$ cat src/rtl/imem_loader_pkg.sv
// Shared types and constants for the boot-time instruction-memory loader.
// Holds the FSM state encoding and the length-header legality check.
package imem_loader_pkg;

  typedef enum logic [2:0] {
    ST_LEN_LO = 3'd0,
    ST_LEN_HI = 3'd1,
    ST_LOAD   = 3'd2,
    ST_COMMIT = 3'd3,
    ST_DONE   = 3'd4,
    ST_ERROR  = 3'd5
  } loader_state_t;

  localparam int LEN_BYTES      = 2;
  localparam int BYTES_PER_WORD = 4;
  localparam int BYTE_W         = 8;

  // The full 16-bit word count is compared, so values above DEPTH are never aliased
  function automatic logic len_ok(input logic [15:0] len, input int unsigned depth);
    return (len != 16'd0) && (32'(len) <= depth);
  endfunction

endpackage

$ cat src/rtl/imem_loader_if.sv
// Byte-stream valid/ready handshake feeding the loader.
// The master drives bytes and the slave returns ready.
interface imem_loader_if;
  logic       in_valid;
  logic [7:0] in_data;
  logic       in_ready;

  modport master (output in_valid, output in_data, input in_ready);
  modport slave  (input in_valid, input in_data, output in_ready);
endinterface

$ cat src/rtl/imem_loader_byte_packer.sv
// Little-endian byte packer: shifts bytes in from the top so byte 0 lands in bits 7:0,
// and flags the cycle in which the fourth byte of a word arrives.
module byte_packer
  import imem_loader_pkg::*;
#(
  parameter int WIDTH = 32
) (
  input  logic             i_clock,
  input  logic             i_reset,
  input  logic             i_byte_valid,
  input  logic [7:0]       i_byte,
  output logic             o_word_valid,
  output logic [WIDTH-1:0] o_word
);

  localparam int LANE_W = $clog2(BYTES_PER_WORD);
  localparam int HELD_W = WIDTH - BYTE_W;

  logic [LANE_W-1:0] r_lane;
  logic [HELD_W-1:0] r_held;

  // Lane counter and the three bytes held ahead of the completing byte
  always_ff @(posedge i_clock) begin
    if (i_reset) begin
      r_lane <= '0;
      r_held <= '0;
    end else if (i_byte_valid) begin
      r_lane <= r_lane + LANE_W'(1);
      r_held <= {i_byte, r_held[HELD_W-1:BYTE_W]};
    end else begin
      r_lane <= r_lane;
      r_held <= r_held;
    end
  end

  assign o_word_valid = i_byte_valid && (r_lane == LANE_W'(BYTES_PER_WORD - 1));
  assign o_word       = {i_byte, r_held};

endmodule

$ cat src/rtl/imem_loader.sv
// Boot loader: parses a length-prefixed byte stream, writes packed words into
// instruction memory and holds the core in reset until the program is committed.
module imem_loader
  import imem_loader_pkg::*;
#(
  parameter int WIDTH  = 32,
  parameter int DEPTH  = 512,
  parameter int ADDR_W = $clog2(DEPTH)
) (
  input  logic              i_clock,
  input  logic              i_reset,
  imem_loader_if.slave      s_in,
  output logic              o_mem_we,
  output logic [ADDR_W-1:0] o_mem_addr,
  output logic [WIDTH-1:0]  o_mem_wdata,
  output logic              o_core_reset,
  output logic              o_done,
  output logic              o_error
);

  localparam int CNT_W = ADDR_W + 1;

  loader_state_t     r_state;
  loader_state_t     w_next;
  logic [7:0]        r_len_lo;
  logic [CNT_W-1:0]  r_len;
  logic [CNT_W-1:0]  r_word_cnt;
  logic              r_mem_we;
  logic [ADDR_W-1:0] r_mem_addr;
  logic [WIDTH-1:0]  r_mem_wdata;
  logic              r_core_reset;
  logic              r_done;
  logic              r_error;

  logic              w_ready;
  logic              w_accept;
  logic [15:0]       w_hdr_len;
  logic              w_hdr_ok;
  logic              w_pack_valid;
  logic              w_word_valid;
  logic [WIDTH-1:0]  w_word;
  logic              w_last_word;

  assign w_accept     = s_in.in_valid && w_ready;
  assign w_hdr_len    = {s_in.in_data, r_len_lo};
  assign w_hdr_ok     = len_ok(w_hdr_len, DEPTH);
  assign w_pack_valid = w_accept && (r_state == ST_LOAD);
  assign w_last_word  = ((r_word_cnt + CNT_W'(1)) == r_len);

  byte_packer #(.WIDTH(WIDTH)) u_packer (
    .i_clock      (i_clock),
    .i_reset      (i_reset),
    .i_byte_valid (w_pack_valid),
    .i_byte       (s_in.in_data),
    .o_word_valid (w_word_valid),
    .o_word       (w_word)
  );

  // Ready only while still consuming the stream, and never during reset
  always_comb begin
    w_ready = 1'b0;
    case (r_state)
      ST_LEN_LO, ST_LEN_HI, ST_LOAD: w_ready = 1'b1;
      default:                       w_ready = 1'b0;
    endcase
    if (i_reset) begin
      w_ready = 1'b0;
    end else begin
      w_ready = w_ready;
    end
  end

  // Next-state decode
  always_comb begin
    w_next = r_state;
    case (r_state)
      ST_LEN_LO: begin
        if (w_accept) w_next = ST_LEN_HI;
        else          w_next = r_state;
      end
      ST_LEN_HI: begin
        if (w_accept) w_next = w_hdr_ok ? ST_LOAD : ST_ERROR;
        else          w_next = r_state;
      end
      ST_LOAD: begin
        if (w_word_valid && w_last_word) w_next = ST_COMMIT;
        else                             w_next = r_state;
      end
      ST_COMMIT: w_next = ST_DONE;
      ST_DONE:   w_next = ST_DONE;
      ST_ERROR:  w_next = ST_ERROR;
      default:   w_next = ST_LEN_LO;
    endcase
  end

  // State register
  always_ff @(posedge i_clock) begin
    if (i_reset) r_state <= ST_LEN_LO;
    else         r_state <= w_next;
  end

  // Header capture, word counter, write port and status outputs (status follows next state)
  always_ff @(posedge i_clock) begin
    if (i_reset) begin
      r_len_lo     <= 8'd0;
      r_len        <= '0;
      r_word_cnt   <= '0;
      r_mem_we     <= 1'b0;
      r_mem_addr   <= '0;
      r_mem_wdata  <= '0;
      r_core_reset <= 1'b1;
      r_done       <= 1'b0;
      r_error      <= 1'b0;
    end else begin
      if ((r_state == ST_LEN_LO) && w_accept) r_len_lo <= s_in.in_data;
      else                                    r_len_lo <= r_len_lo;

      if ((r_state == ST_LEN_HI) && w_accept) begin
        r_len      <= w_hdr_len[CNT_W-1:0];
        r_word_cnt <= '0;
      end else if (w_word_valid) begin
        r_len      <= r_len;
        r_word_cnt <= r_word_cnt + CNT_W'(1);
      end else begin
        r_len      <= r_len;
        r_word_cnt <= r_word_cnt;
      end

      r_mem_we <= w_word_valid;
      if (w_word_valid) begin
        r_mem_addr  <= r_word_cnt[ADDR_W-1:0];
        r_mem_wdata <= w_word;
      end else begin
        r_mem_addr  <= r_mem_addr;
        r_mem_wdata <= r_mem_wdata;
      end

      r_core_reset <= (w_next != ST_DONE);
      r_done       <= (w_next == ST_DONE);
      r_error      <= (w_next == ST_ERROR);
    end
  end

  assign s_in.in_ready = w_ready;
  assign o_mem_we      = r_mem_we;
  assign o_mem_addr    = r_mem_addr;
  assign o_mem_wdata   = r_mem_wdata;
  assign o_core_reset  = r_core_reset;
  assign o_done        = r_done;
  assign o_error       = r_error;

endmodule

$ cat src/flat_wrapper.sv
// flat-port wrapper written by rule: the top's interface ports become plain ports
module imem_loader_flat import imem_loader_pkg::*;
#(
  parameter int WIDTH  = 32,
  parameter int DEPTH  = 512,
  parameter int ADDR_W = $clog2(DEPTH)
)
  (i_clock, i_reset, o_mem_we, o_mem_addr, o_mem_wdata, o_core_reset, o_done, o_error, s_in_in_valid, s_in_in_data, s_in_in_ready);
  imem_loader_if s_in_i ();
  input  logic i_clock;
  input  logic i_reset;
  output logic o_mem_we;
  output logic [ADDR_W-1:0] o_mem_addr;
  output logic [WIDTH-1:0] o_mem_wdata;
  output logic o_core_reset;
  output logic o_done;
  output logic o_error;
  input wire logic [$bits(s_in_i.in_valid)-1:0] s_in_in_valid;
  input wire logic [$bits(s_in_i.in_data)-1:0] s_in_in_data;
  output wire logic [$bits(s_in_i.in_ready)-1:0] s_in_in_ready;
  assign s_in_i.in_valid = s_in_in_valid;
  assign s_in_i.in_data = s_in_in_data;
  assign s_in_in_ready = s_in_i.in_ready;
  imem_loader #(.WIDTH(WIDTH), .DEPTH(DEPTH), .ADDR_W(ADDR_W)) u_core (.i_clock(i_clock), .i_reset(i_reset), .s_in(s_in_i), .o_mem_we(o_mem_we), .o_mem_addr(o_mem_addr), .o_mem_wdata(o_mem_wdata), .o_core_reset(o_core_reset), .o_done(o_done), .o_error(o_error));
endmodule
$ cat config.mk
export PLATFORM = sky130hd
export DESIGN_NAME = imem_loader_flat
export DESIGN_NICKNAME = d
export VERILOG_FILES = /design/src/rtl/imem_loader_pkg.sv /design/src/rtl/imem_loader_if.sv /design/src/rtl/imem_loader_byte_packer.sv /design/src/rtl/imem_loader.sv /design/src/flat_wrapper.sv
export SDC_FILE = /design/constraint.sdc
export NUM_CORES = 1
export LEC_CHECK = 0
export CAP_MARGIN = 20
export CORE_MARGIN = 4
export CORE_UTILIZATION = 54
export CTS_CLUSTER_SIZE = 40
export DETAILED_ROUTE_END_ITERATION = 8
export PLACE_DENSITY = 0.79
export SETUP_SLACK_MARGIN = 0.2
export SLEW_MARGIN = 10
export SYNTH_ARGS = -nofsm -noshare
export SYNTH_HDL_FRONTEND = slang
export SYNTH_HIERARCHICAL = 1
export SYNTH_SLANG_ARGS = --single-unit
$ cat constraint.sdc
create_clock -name i_clock -period 3.4 [get_ports i_clock]
set_clock_uncertainty 0.05 [all_clocks]
set_input_delay 0.68 -clock i_clock [delete_from_list [all_inputs] [get_ports i_clock]]
set_output_delay 0.68 -clock i_clock [all_outputs]
set_load 0.1 [all_outputs]
* Yosys cells after proc, flatten, opt, wreduce, memory -nomap -nowiden
Cells that the tools add are included.
Storage, ports and cells: register bits 102, input bits 11, output and inout port bits 46, word-level logic and storage cells 44
Operators by class: add/sub/neg operators 2, magnitude comparators 1, equal/unequal tests 10, multiplexer cells 7, reductions and logical operators 12
Operators with widths (count):
- less-or-equal comparator 16 x 10 -> 1 bit (second input constant) | 1
- nonzero test 16 bit | 1
- one-hot mux 3 bit (5 select lines) | 1
- equality test 3 bit (second input constant) | 4
- two-way mux 3 bit | 4
- adder 10 x 1 -> 10 bit (second input constant) | 1
- equality test 10 bit | 1
- logical AND 1 bit | 7
- equality test 3 x 2 -> 1 bit (second input constant) | 2
- OR reduction 2 bit | 2
- equality test 3 x 1 -> 1 bit (second input constant) | 1
- logical NOT 3 bit | 1
- inequality test 3 bit (second input constant) | 1
- OR reduction 3 bit | 1
- adder 2 x 1 -> 2 bit (second input constant) | 1
- equality test 2 bit (second input constant) | 1
- two-way mux 1 bit | 2

* Logic depth before layout (Yosys ltp)
Gate-level depths: netlist of run 1.
word-level depth 11, mapped depth 11, depth with buffers taken out 8

* Modules after synthesis
Netlist of run 1, hierarchy kept.
Modules (own cells, without submodules):
- imem_loader | instances 1, cells an instance 321, area each 3081.7 µm², seq. area each 1521.5 µm²
- byte_packer | instances 1, cells an instance 94, area each 1023.5 µm², seq. area each 520.5 µm²

* Least setup slack after synthesis of run 1
Ideal clock, no wire load.
path kind input to output, start input i_reset, end output s_in_in_ready, arrival 3123 ps, required time 2670 ps, slack -453 ps, stages 2, cells stage by stage clkbuf_1 -> a211oi_1
On the way: word-level cells in the longest chain between the ends 1
Ends and longest elaborated chain:
- from (decl) | RTL line flat_wrapper.sv:11 | input logic i_reset;
- two-way mux 1 bit | RTL line imem_loader.sv:66 | if (i_reset) begin
- to (decl) | RTL line flat_wrapper.sv:20 | output wire logic [$bits(s_in_i.in_ready)-1:0] s_in_in_ready;
Every way passes these cells.

* Worst setup path after layout of run 1
start input s_in_in_data[3], end register u_core.r_core_reset, in the netlist u_core/o_core_reset
On the way: word-level cells in the longest chain between the ends 6
Ends and longest elaborated chain:
- from (decl) | RTL line flat_wrapper.sv:19 | input wire logic [$bits(s_in_i.in_data)-1:0] s_in_in_data;
- less-or-equal comparator 16 x 10 -> 1 bit / nonzero test 16 bit (equally long branches) | RTL line imem_loader_pkg.sv:20 | return (len != 16'd0) && (32'(len) <= depth);
- logical AND 1 bit * | RTL line imem_loader_pkg.sv:20
- two-way mux 3 bit * (2 in a row) | RTL line imem_loader.sv:82 | if (w_accept) w_next = w_hdr_ok ? ST_LOAD : ST_ERROR;
- one-hot mux 3 bit (5 select lines) * | RTL line imem_loader.sv:76 | case (r_state)
- inequality test 3 bit * | RTL line imem_loader.sv:138 | r_core_reset <= (w_next != ST_DONE);
- to (signal assigned) | RTL line imem_loader.sv:138
- to (decl) | RTL line imem_loader.sv:31 | logic r_core_reset;
Mark *: on every way between the ends. The rest lies on a longest branch, timed or not. A chain may end at the register's enable or synchronous reset.

==> out/metrics.yaml, run 1 <==
outcome:
  status: "complete, no violations"
logic_synthesis:
  synthesis.area_sq_um: 4110
  synth.ff_latch_count: 102
  synth_adder_area_share: 0.00610
  ys_seq_area_frac: 0.497
  avgSynthCellArea_sq_um: 9.89
  syn_inst: 415
  synth_top_family_by_area: "multiplexers"
  synth_compound_area_frac: 0.0256
  synth_mux_area_frac: 0.207
  synthSimpleGateAreaFrac: 0.159
  syn_nets: 428
  synth_xor_area_frac: 0.0512
  synthDistinctLibCells: 37
  yosysWarnings: 6
hold_path:
  min_path_type: "flop to flop"
  min-delay-start: "u_core/o_mem_wdata[31]"
worst_setup_path:
  r2r_start: "u_core/r_state[2]"
  cp_top_family: "simple AND/OR/NAND/NOR gates"
  critPathCaptureType: "flop"
  crit_path_start_kind: "input port"
  path_class: "input port to flop"
  cp_slowest_cell: "or4_1"
  path_cells: "clkdlybuf4s50_1 -> or4_1 -> nor3_2 -> nand3_1 -> or4_1 -> a22o_1 -> nand2b_1"
  crit_required_ns: 3.60
  critPathBufInv: 1
  max_stage_delay_ns: 0.59
  crit_top_cell: "or4_1"
  crit_fanout: 4
  critPathArrivalTime_ns: 2.92
  startpoint: "s_in_in_data[3]"
placed_design:
  globalplace.congestion: 0.856
  place_inst: 542
  post-dp-hpwl_microns: 5190
  io_buffers: 56
timing:
  setup_tns_ns: 0
  relSlewSlack: 0.357
  finalCritPeriodShare: 0.800
  hold_viol: 0
  drv_slew: 0
  max_freq_mhz: 368
  rsz0062_at_grt: "false"
  min_period_ns: 2.72
  worstMarginPinSlew_ns: 0.961
  setup_viol: 0
clock_tree:
  insertion_delay_ns: 0.36
  clockRootBuffer: "clkbuf_8"
  numCtsBuffers: 9
  tritoncts: "done"
  cts.htree.levels: 3
  cts_resized: 0
  cts.sinks: 102
  cts_hold_buffers: 0
  clk_pin_slew_ns: 0.09
  post-cts-setup-buffers: 0
  clockBufferDepth: 2
power_and_ir_drop:
  power_leakage_nw: 1.75
  vdd_drop_max_v: 0.000219
  p_per_area_nw_per_um2: 434
layout:
  antennaDiodeCount: 0
  drive_gt1_frac: 0.157
  fin_util: 0.645
  syn_to_final_growth_pct: 15.2
  n_fill_cell: 568
  finalNonFillerCells: 557
  nNetsFinal: 467
drt:
  firstDrtPassIters: 4
  drt-initial-drc-count: 142
  num_vias: 2888
  drt_wl_total_microns: 7680
  wl_per_cell_microns: 13.8
  antenna_left: 0
  drc: 0
  routed_via_density: 5.18
global_routing:
  grt_max_degree: 77
  gr-total-overflow: 0
  grtUsageTotal: 0.186
  grt_pass1_wl_microns: 13100
  antenna_found_initial: 0
  grt_pass1_vias: 2736
die:
  dieHeight_microns: 95.2
  ios: 57
  start_util: 0.560
  rows: 31
  coreArea_sq_um: 7330
  die_w_microns: 95.2
  die-area_sq_um: 9060
flow_run:
  cap_viol_max_count: 0
## power breakdown
part / switching (mW) / internal [mW]
clock network: 0.411 / 0.341
registers: 0.00806 / 1.20
logic: 0.0591 / 0.0339
## area by class of cell
| class | instances | area [sq um] | area share |
|---|---|---|---|
| Sequential cell | 102 | 2040 | 0.432 |
| Multi-Input combinational cell | 275 | 1860 | 0.393 |
| Timing Repair Buffer | 61 | 493 | 0.104 |
| Clock buffer | 9 | 124 | 0.0262 |
| Tap cell | 99 | 124 | 0.0262 |
| Clock inverter | 6 | 70.1 | 0.0148 |
| Inverter | 5 | 18.8 | 0.00397 |
## sequential cells by signal, summed over array words and instances, names as in the netlist, 2 cells and up
name and flops:
u_core/r_state 3, u_core/o_mem_wdata 32, u_core/r_len_lo 8, u_core/r_len 10, u_core/r_word_cnt 10, u_core/u_packer/r_lane 2, u_core/o_mem_addr 9, u_core/u_packer/r_held 24
## synthesized netlist by cell type
library cell,count,area share
dfxtp_1,102,0.50
nor2_1,102,0.093
mux2i_1,85,0.21
xnor2_1,16,0.034
clkbuf_1,12,0.011
buf_4,8,0.015
xor2_1,8,0.017
buf_1,6,0.0055
nand2_1,6,0.0055
nand3_1,6,0.0073
nand4_1,6,0.0091
nor3_1,6,0.0073
a21oi_1,5,0.0061
inv_1,5,0.0046
and2_1,4,0.0061
buf_2,4,0.0049
nor2b_1,3,0.0046
o21ai_0,3,0.0037
a22o_1,2,0.0043
and3_1,2,0.0030
buf_12,2,0.0098
ha_1,2,0.0061
nand2b_1,2,0.0030
nor4_1,2,0.0030
nor4b_1,2,0.0043
o211ai_1,2,0.0037
or4_1,2,0.0037
a211oi_1,1,0.0018
a21boi_0,1,0.0018
and4_1,1,0.0021
buf_6,1,0.0027
nor2_2,1,0.0015
nor3_2,1,0.0024
o22a_1,1,0.0021
o41ai_1,1,0.0021
or2_2,1,0.0015
or3_1,1,0.0015
## worst reg2reg max path, delay by kind of cell, from the launching register on
kind               cells  cell delay, ns
AOI/OAI and AO/OA      1            0.23
and+or+nand+nor        7            1.48
DFF                    1            0.40
## routing by layer
layer,share of wire,global-route usage,vias up,routed length (microns)
li1,-,-,1459,-
met3,0.048,0.0418,9,369
met1,0.48,0.250,1354,3690
met2,0.46,0.280,66,3500
met5,0,0,-,0
met4,0.017,0.0889,0,130
## through the flow
step                      setup slack [ns]  total power, mW  instance area [sq um]  hold slack (ns)
after floorplan                      0.510             1.30                   4110            0.410
after global placement               0.370             1.33                   4540            0.423
after detailed placement             0.312             1.33                   4540            0.435
after CTS                            0.703             2.07                   4730            0.461
after global routing                 0.619             2.14                   4730            0.490
final                                0.679             2.05                   4730            0.454
## cells by family (layout without fill, tap and decap cells)
group | Yosys count | count (layout)
flops | 102 | 102
xor+xnor | 24 | 24
mux | 85 | 85
buf+inv | 38 | 81
compound gates | 16 | 16
simple gates | 148 | 148
fa+ha+maj | 2 | 2
## placed cells by master (no fill, tap or decap), types with 5 or more instances in the layout
| cell | n |
|---|---|
| a21oi_1 | 5 |
| buf_4 | 49 |
| clkbuf_8 | 9 |
| clkdlybuf4s50_1 | 10 |
| dfxtp_1 | 102 |
| inv_1 | 5 |
| mux2i_1 | 85 |
| nand2_1 | 6 |
| nand3_1 | 6 |
| nand4_1 | 6 |
| nor2_1 | 102 |
| nor3_1 | 6 |
| xnor2_1 | 16 |
| xor2_1 | 8 |
## final timing paths
check                                         endpoint  slack, ns  depth (start not counted)
worst max register to register       u_core/r_state[0]       1.20                          8
worst min register to register  u_core/o_mem_wdata[31]       0.45                          2
worst max-delay path               u_core/o_core_reset       0.68                          7
worst min-delay path            u_core/o_mem_wdata[31]       0.45                          2
Note: power is estimated with default switching activity, not from simulation.
==> run 2: changes to the inputs <==
--- a/config.mk
+++ b/config.mk
@@ -7,10 +7,10 @@
 export LEC_CHECK = 0
 export CAP_MARGIN = 20
 export CORE_MARGIN = 4
-export CORE_UTILIZATION = 54
+export CORE_UTILIZATION = 49
 export CTS_CLUSTER_SIZE = 40
 export DETAILED_ROUTE_END_ITERATION = 8
-export PLACE_DENSITY = 0.79
+export PLACE_DENSITY = 0.76
 export SETUP_SLACK_MARGIN = 0.2
 export SLEW_MARGIN = 10
 export SYNTH_ARGS = -nofsm -noshare
==> constraint.sdc (replaced) <==
create_clock -name i_clock -period 2.4 [get_ports i_clock]
set_clock_uncertainty 0.05 [all_clocks]
set_input_delay 0.48 -clock i_clock [delete_from_list [all_inputs] [get_ports i_clock]]
set_output_delay 0.48 -clock i_clock [all_outputs]
set_load 0.1 [all_outputs]
==> out/metrics.yaml, run 2 (synthesis results as in run 1) <==
outcome:
  status: "complete, no violations"
layout:
  antennaDiodeCount: 0  # unchanged
  final_cell_mix: "102 x nor2_1, 100 x dfxtp_1, 85 x mux2i_1"
  multiInputGateArea_sq_um: 1920  # +3.4%
  seq_area_sq_um: 2040  # +0.12%
  largest_reg_flops: 32  # unchanged
  n_fill_cell: 697  # +23%
  final_area_sq_um: 4980  # +5.2%
  drive_gt1_frac: 0.226  # +0.0687
  nNetsFinal: 486  # +4.1%
  syn_to_final_growth_pct: 21.2
  layout_commonest_cell: "nor2_1"
  finalNonFillerCells: 583  # +4.7%
timing:
  hold_viol: 0  # unchanged
  setup_viol: 0  # unchanged
  finalCritPeriodShare: 0.897
  drv_slew: 0  # unchanged
  holdWs_ns: 0.392  # -0.0618 ns
  max_freq_mhz: 465
  relSlewSlack: 0.592  # +0.235
  min_period_ns: 2.15
  rsz0062_at_grt: "true"
  worstMarginPinSlew_ns: 0.610  # -0.351 ns
worst_setup_path:
  critPathCaptureType: "flop"
  r2r_end: "u_core/o_error"
  crit_fanout: 8  # +4
  critPathArrivalTime_ns: 2.42  # -0.50 ns
  crit_path_start_kind: "flop"
  startpoint: "u_core/r_state[2]"
  rrSetupSlack_ns: 0.25  # -0.95 ns
  r2r_start: "u_core/r_state[2]"
  crit_required_ns: 2.66  # -0.94 ns
  reg2reg_depth: 8  # unchanged
  path_class: "flop to flop"
hold_path:
  min-delay-start: "s_in_in_data[6]"
  whs_endpoint: "u_core/r_len_lo[6]"
  min_path_type: "input port to flop"
  whs_path_depth: 4  # +2
drt:
  drt_wl_total_microns: 8400  # +9.3%
  wl_per_cell_microns: 14.4  # +4.4%
  routed_via_density: 5.18  # -0.13%
  antenna_left: 0  # unchanged
  drc: 0  # unchanged
  firstDrtPassIters: 4  # unchanged
  drt-initial-drc-count: 149  # +4.9%
  num_vias: 3019  # +4.5%
placed_design:
  io_buffers: 56  # unchanged
  post_dp_cell_area_sq_um: 4670  # +3.1%
  post-dp-hpwl_microns: 5760  # +11%
  place_inst: 562  # +3.7%
  globalplace.congestion: 0.796  # -7.1%
clock_tree:
  tritoncts: "done"
  numCtsBuffers: 9  # unchanged
  clockBufferDepth: 2  # unchanged
  clockRootBuffer: "clkbuf_8"
  clk_pin_slew_ns: 0.10  # about the same
  cts.sinks: 102  # unchanged
  insertion_delay_ns: 0.37  # about the same
  cts.htree.levels: 3  # unchanged
global_routing:
  gr-total-overflow: 0  # unchanged
  grt_max_degree: 41  # -47%
  antenna_found_initial: 0  # unchanged
  grt_pass1_wl_microns: 14100  # +7.4%
  grtUsageTotal: 0.174  # -0.0119
  grt_pass1_vias: 2971  # +8.6%
die:
  dieHeight_microns: 99.5  # +4.6%
  coreArea_sq_um: 8180  # +12%
  rows: 33  # +6.5%
  ios: 57  # unchanged
  die-area_sq_um: 9910  # +9.3%
  start_util: 0.502  # -0.0579
  die_w_microns: 99.5  # +4.6%
power_and_ir_drop:
  p_per_area_nw_per_um2: 599  # +38%
  power_leakage_nw: 1.87  # +7.3%
  vdd_drop_max_v: 0.000299  # +37%
flow_run:
  cap_viol_max_count: 0  # unchanged
==> run 2: where the power goes <==
group	internal [mW]	switching, mW
combinational	0.0616	0.0933
clock	0.496	0.613
sequential	1.70	0.0132
total	2.26	0.719
==> run 2: worst max-delay path by stage <==
| stage | end | slack [ns] | cells after the start |
|---|---|---|---|
| final | u_core/o_error | 0.25 | 8 |
| after global routing | u_core/o_error | 0.19 | 8 |
| after CTS | u_core/o_core_reset | 0.21 | 7 |
| after detailed placement | u_core/o_core_reset | -0.50 | 7 |
| after global placement | u_core/o_core_reset | -0.46 | 7 |
| after floorplan | s_in_in_ready | -0.04 | 2 |
==> run 2: repair_timing <==
| action | CTS | global route |
|---|---|---|
| endpoints found under the setup margin | 4 | 7 |
| setup buffers | 5 | 0 |
| hold buffers | 0 | 0 |
| gates resized for setup | 17 | 17 |
| pin swaps | 5 | 7 |
==> run 2: cell type report <==
type / count / area share
timing repair buffer: 80 / 0.132
tap: 105 / 0.0264
clock buffer: 9 / 0.0249
multi-input combinational: 275 / 0.386
clock inverter: 7 / 0.0163
sequential: 102 / 0.411
inverter: 5 / 0.00377
==> run 2: worst max-delay path, stage by stage, from the launching register on <==
cell      delay (ns)
dfxtp_2         0.37
nand2b_2        0.22
nor4b_4         0.25
and2_4          0.19
nor4b_2         0.21
nand4_1         0.14
nor4_1          0.29
a22o_1          0.24
and2_1          0.14
==> run 2: per-layer routing <==
layer,global-route usage,up-vias,part of all wire
li1,-,1492,-
met1,0.226,1436,0.45
met2,0.281,76,0.49
met3,0.0323,15,0.045
met4,0.0777,0,0.018
met5,0,-,0
==> run 2: stage by stage <==
step / setup TNS [ns] / setup slack [ns] / utilization / total power, mW
after global placement: -1.71 / -0.459 / 0.572 / 1.90
final: 0 / 0.248 / 0.609 / 2.98
after floorplan: -0.0378 / -0.0378 / - / 1.85
after detailed placement: -1.88 / -0.498 / 0.572 / 1.90
after global routing: 0 / 0.186 / 0.609 / 3.10
after CTS: 0 / 0.208 / 0.602 / 3.01
==> run 3: changes to the inputs <==
--- a/config.mk
+++ b/config.mk
@@ -12,6 +12,7 @@
 export DETAILED_ROUTE_END_ITERATION = 8
 export PLACE_DENSITY = 0.76
 export SETUP_SLACK_MARGIN = 0.2
+export SKIP_CTS_REPAIR_TIMING = 1
 export SLEW_MARGIN = 10
 export SYNTH_ARGS = -nofsm -noshare
 export SYNTH_HDL_FRONTEND = slang
==> out/metrics.yaml, run 3 (synthesis results as in run 1) <==
worst_setup_path:
  crit_required_ns: 2.61  # -0.05 ns
  crit_fanout: 4  # -4
  rrSetupSlack_ns: 0.31  # +0.06 ns
  cp_slowest_cell: "or4_4"
  r2r_start: "u_core/r_word_cnt[4]"
  crit_path_start_kind: "input port"
  critPathArrivalTime_ns: 2.35  # -0.07 ns
  max_stage_delay_ns: 0.53  # +0.16 ns
  reg2reg_depth: 6  # -2
  r2r_end: "u_core/o_core_reset"
  crit_top_cell: "or4_4"
  critPathCaptureType: "flop"
  path_cells: "dlymetal6s2s_1 -> or4_4 -> nor3_4 -> nand3_2 -> or4_4 -> a22o_4 -> nand2b_1"
  path_class: "input port to flop"
layout:
  finalNonFillerCells: 579  # -0.69%
  fin_util: 0.602  # -0.00719
  multiInputGateArea_sq_um: 1900  # -0.98%
  final_cell_mix: "102 x nor2_1, 101 x dfxtp_1, 85 x mux2i_1"
  antennaDiodeCount: 0  # unchanged
  n_fill_cell: 714  # +2.4%
  seq_area_sq_um: 2040  # about the same
  nNetsFinal: 482  # -0.82%
  drive_gt1_frac: 0.203  # -0.0234
  layout_commonest_cell: "nor2_1"
  syn_to_final_growth_pct: 19.8
  largest_reg_flops: 32  # unchanged
die:
  dieHeight_microns: 99.5  # unchanged
  die_w_microns: 99.5  # unchanged
  die-area_sq_um: 9910  # unchanged
  coreArea_sq_um: 8180  # unchanged
  ios: 57  # unchanged
  start_util: 0.502  # unchanged
  rows: 33  # unchanged
placed_design:
  post-dp-hpwl_microns: 5760  # unchanged
  place_inst: 562  # unchanged
  globalplace.congestion: 0.796  # unchanged
  io_buffers: 56  # unchanged
power_and_ir_drop:
  swShare: 0.240  # -0.00170
  power_leakage_nw: 1.88  # +0.16%
  combinationalPowerShare: 0.052  # about the same
  seqPwrFrac: 0.577  # about the same
  p_total_mw: 2.97  # -0.21%
  vdd_drop_max_v: 0.000299  # about the same
  p_sw_mw: 0.713  # -0.92%
  p_per_area_nw_per_um2: 605  # +0.98%
  clkPwrFrac: 0.372  # about the same
  p_int_mw: 2.26  # about the same
drt:
  firstDrtPassIters: 4  # unchanged
  drt-initial-drc-count: 136  # -8.7%
  antenna_left: 0  # unchanged
  wl_per_cell_microns: 14.2  # -1.4%
  routed_via_density: 5.15  # -0.54%
  drc: 0  # unchanged
  num_vias: 2982  # -1.2%
  drt_wl_total_microns: 8230  # -2.0%
timing:
  setup_viol: 0  # unchanged
  worstMarginPinSlew_ns: 0.621  # +0.0107 ns
  finalCritPeriodShare: 0.891  # -0.00518
  hold_viol: 0  # unchanged
  max_freq_mhz: 467  # +0.58%
  drv_slew: 0  # unchanged
  min_period_ns: 2.14  # -0.0124 ns
  setup_tns_ns: 0  # unchanged
  relSlewSlack: 0.585  # -0.00715
  holdWs_ns: 0.454  # +0.0621 ns
  rsz0062_at_grt: "false"
hold_path:
  whs_endpoint: "u_core/o_mem_wdata[12]"
  whs_path_depth: 2  # -2
  min-delay-start: "u_core/o_mem_wdata[12]"
  min_path_type: "flop to flop"
flow_run:
  cap_viol_max_count: 0  # unchanged
clock_tree:
  cts.sinks: 102  # unchanged
  clk_pin_slew_ns: 0.10  # about the same
  cts.htree.levels: 3  # unchanged
  numCtsBuffers: 9  # unchanged
  clockRootBuffer: "clkbuf_8"
  tritoncts: "done"
  clockBufferDepth: 2  # unchanged
  insertion_delay_ns: 0.36  # about the same
global_routing:
  grt_pass1_vias: 2924  # -1.6%
  grt_pass1_wl_microns: 13800  # -1.8%
  gr-total-overflow: 0  # unchanged
  grt_max_degree: 41  # unchanged
  antenna_found_initial: 0  # unchanged
  grtUsageTotal: 0.171  # -0.00295
outcome:
  status: "complete, no violations"
-- run 3: layout make-up --
type,instances,share of cell area
Sequential cell,102,0.415
Timing Repair Buffer,76,0.126
Clock inverter,7,0.0165
Tap cell,105,0.0267
Multi-Input combinational cell,275,0.387
Inverter,5,0.00382
Clock buffer,9,0.0252
-- run 3: power by group through the flow --
stage                     combinational (mW)  sequential [mW]  clock (mW)
after detailed placement               0.150             1.75           0
after CTS                              0.151             1.71        1.14
after global routing                   0.166             1.72        1.21
final                                  0.154             1.71        1.11
after floorplan                       0.0933             1.76           0
after global placement                 0.149             1.75           0
-- run 3: worst max-delay path by stage --
stage / slack, ns / end / cells after the start / startpoint
after floorplan: -0.04 / s_in_in_ready / 2 / i_reset
after global placement: -0.46 / u_core/o_core_reset / 7 / s_in_in_data[3]
after detailed placement: -0.50 / u_core/o_core_reset / 7 / s_in_in_data[3]
after CTS: -0.11 / u_core/o_core_reset / 7 / s_in_in_data[3]
after global routing: 0.17 / u_core/o_core_reset / 7 / s_in_in_data[6]
final: 0.26 / u_core/o_core_reset / 7 / s_in_in_data[6]
-- run 3: worst max-delay path: cells and delay by family --
kind / cells / cell delay, ns
simple gates: 5 / 1.46
buf+inv: 1 / 0.14
compound gates: 1 / 0.27
-- run 3: per-stage QoR --
stage	cell area, sq um	worst slack, ns
2_1_floorplan	4190	-0.0378
3_3_place_gp	4670	-0.459
3_5_place_dp	4670	-0.498
4_1_cts	4880	-0.109
5_1_grt	4920	0.171
6_report	4920	0.261
-- run 3: per-layer routing --
layer  up-vias  wire length, microns  share of wire  global-route usage
met2        68                  3980           0.48               0.274
met3        15                   329          0.040              0.0316
met5         -                     0              0                   0
met4         0                   155          0.019              0.0756
li1       1490                     -              -                   -
met1      1409                  3760           0.46               0.224
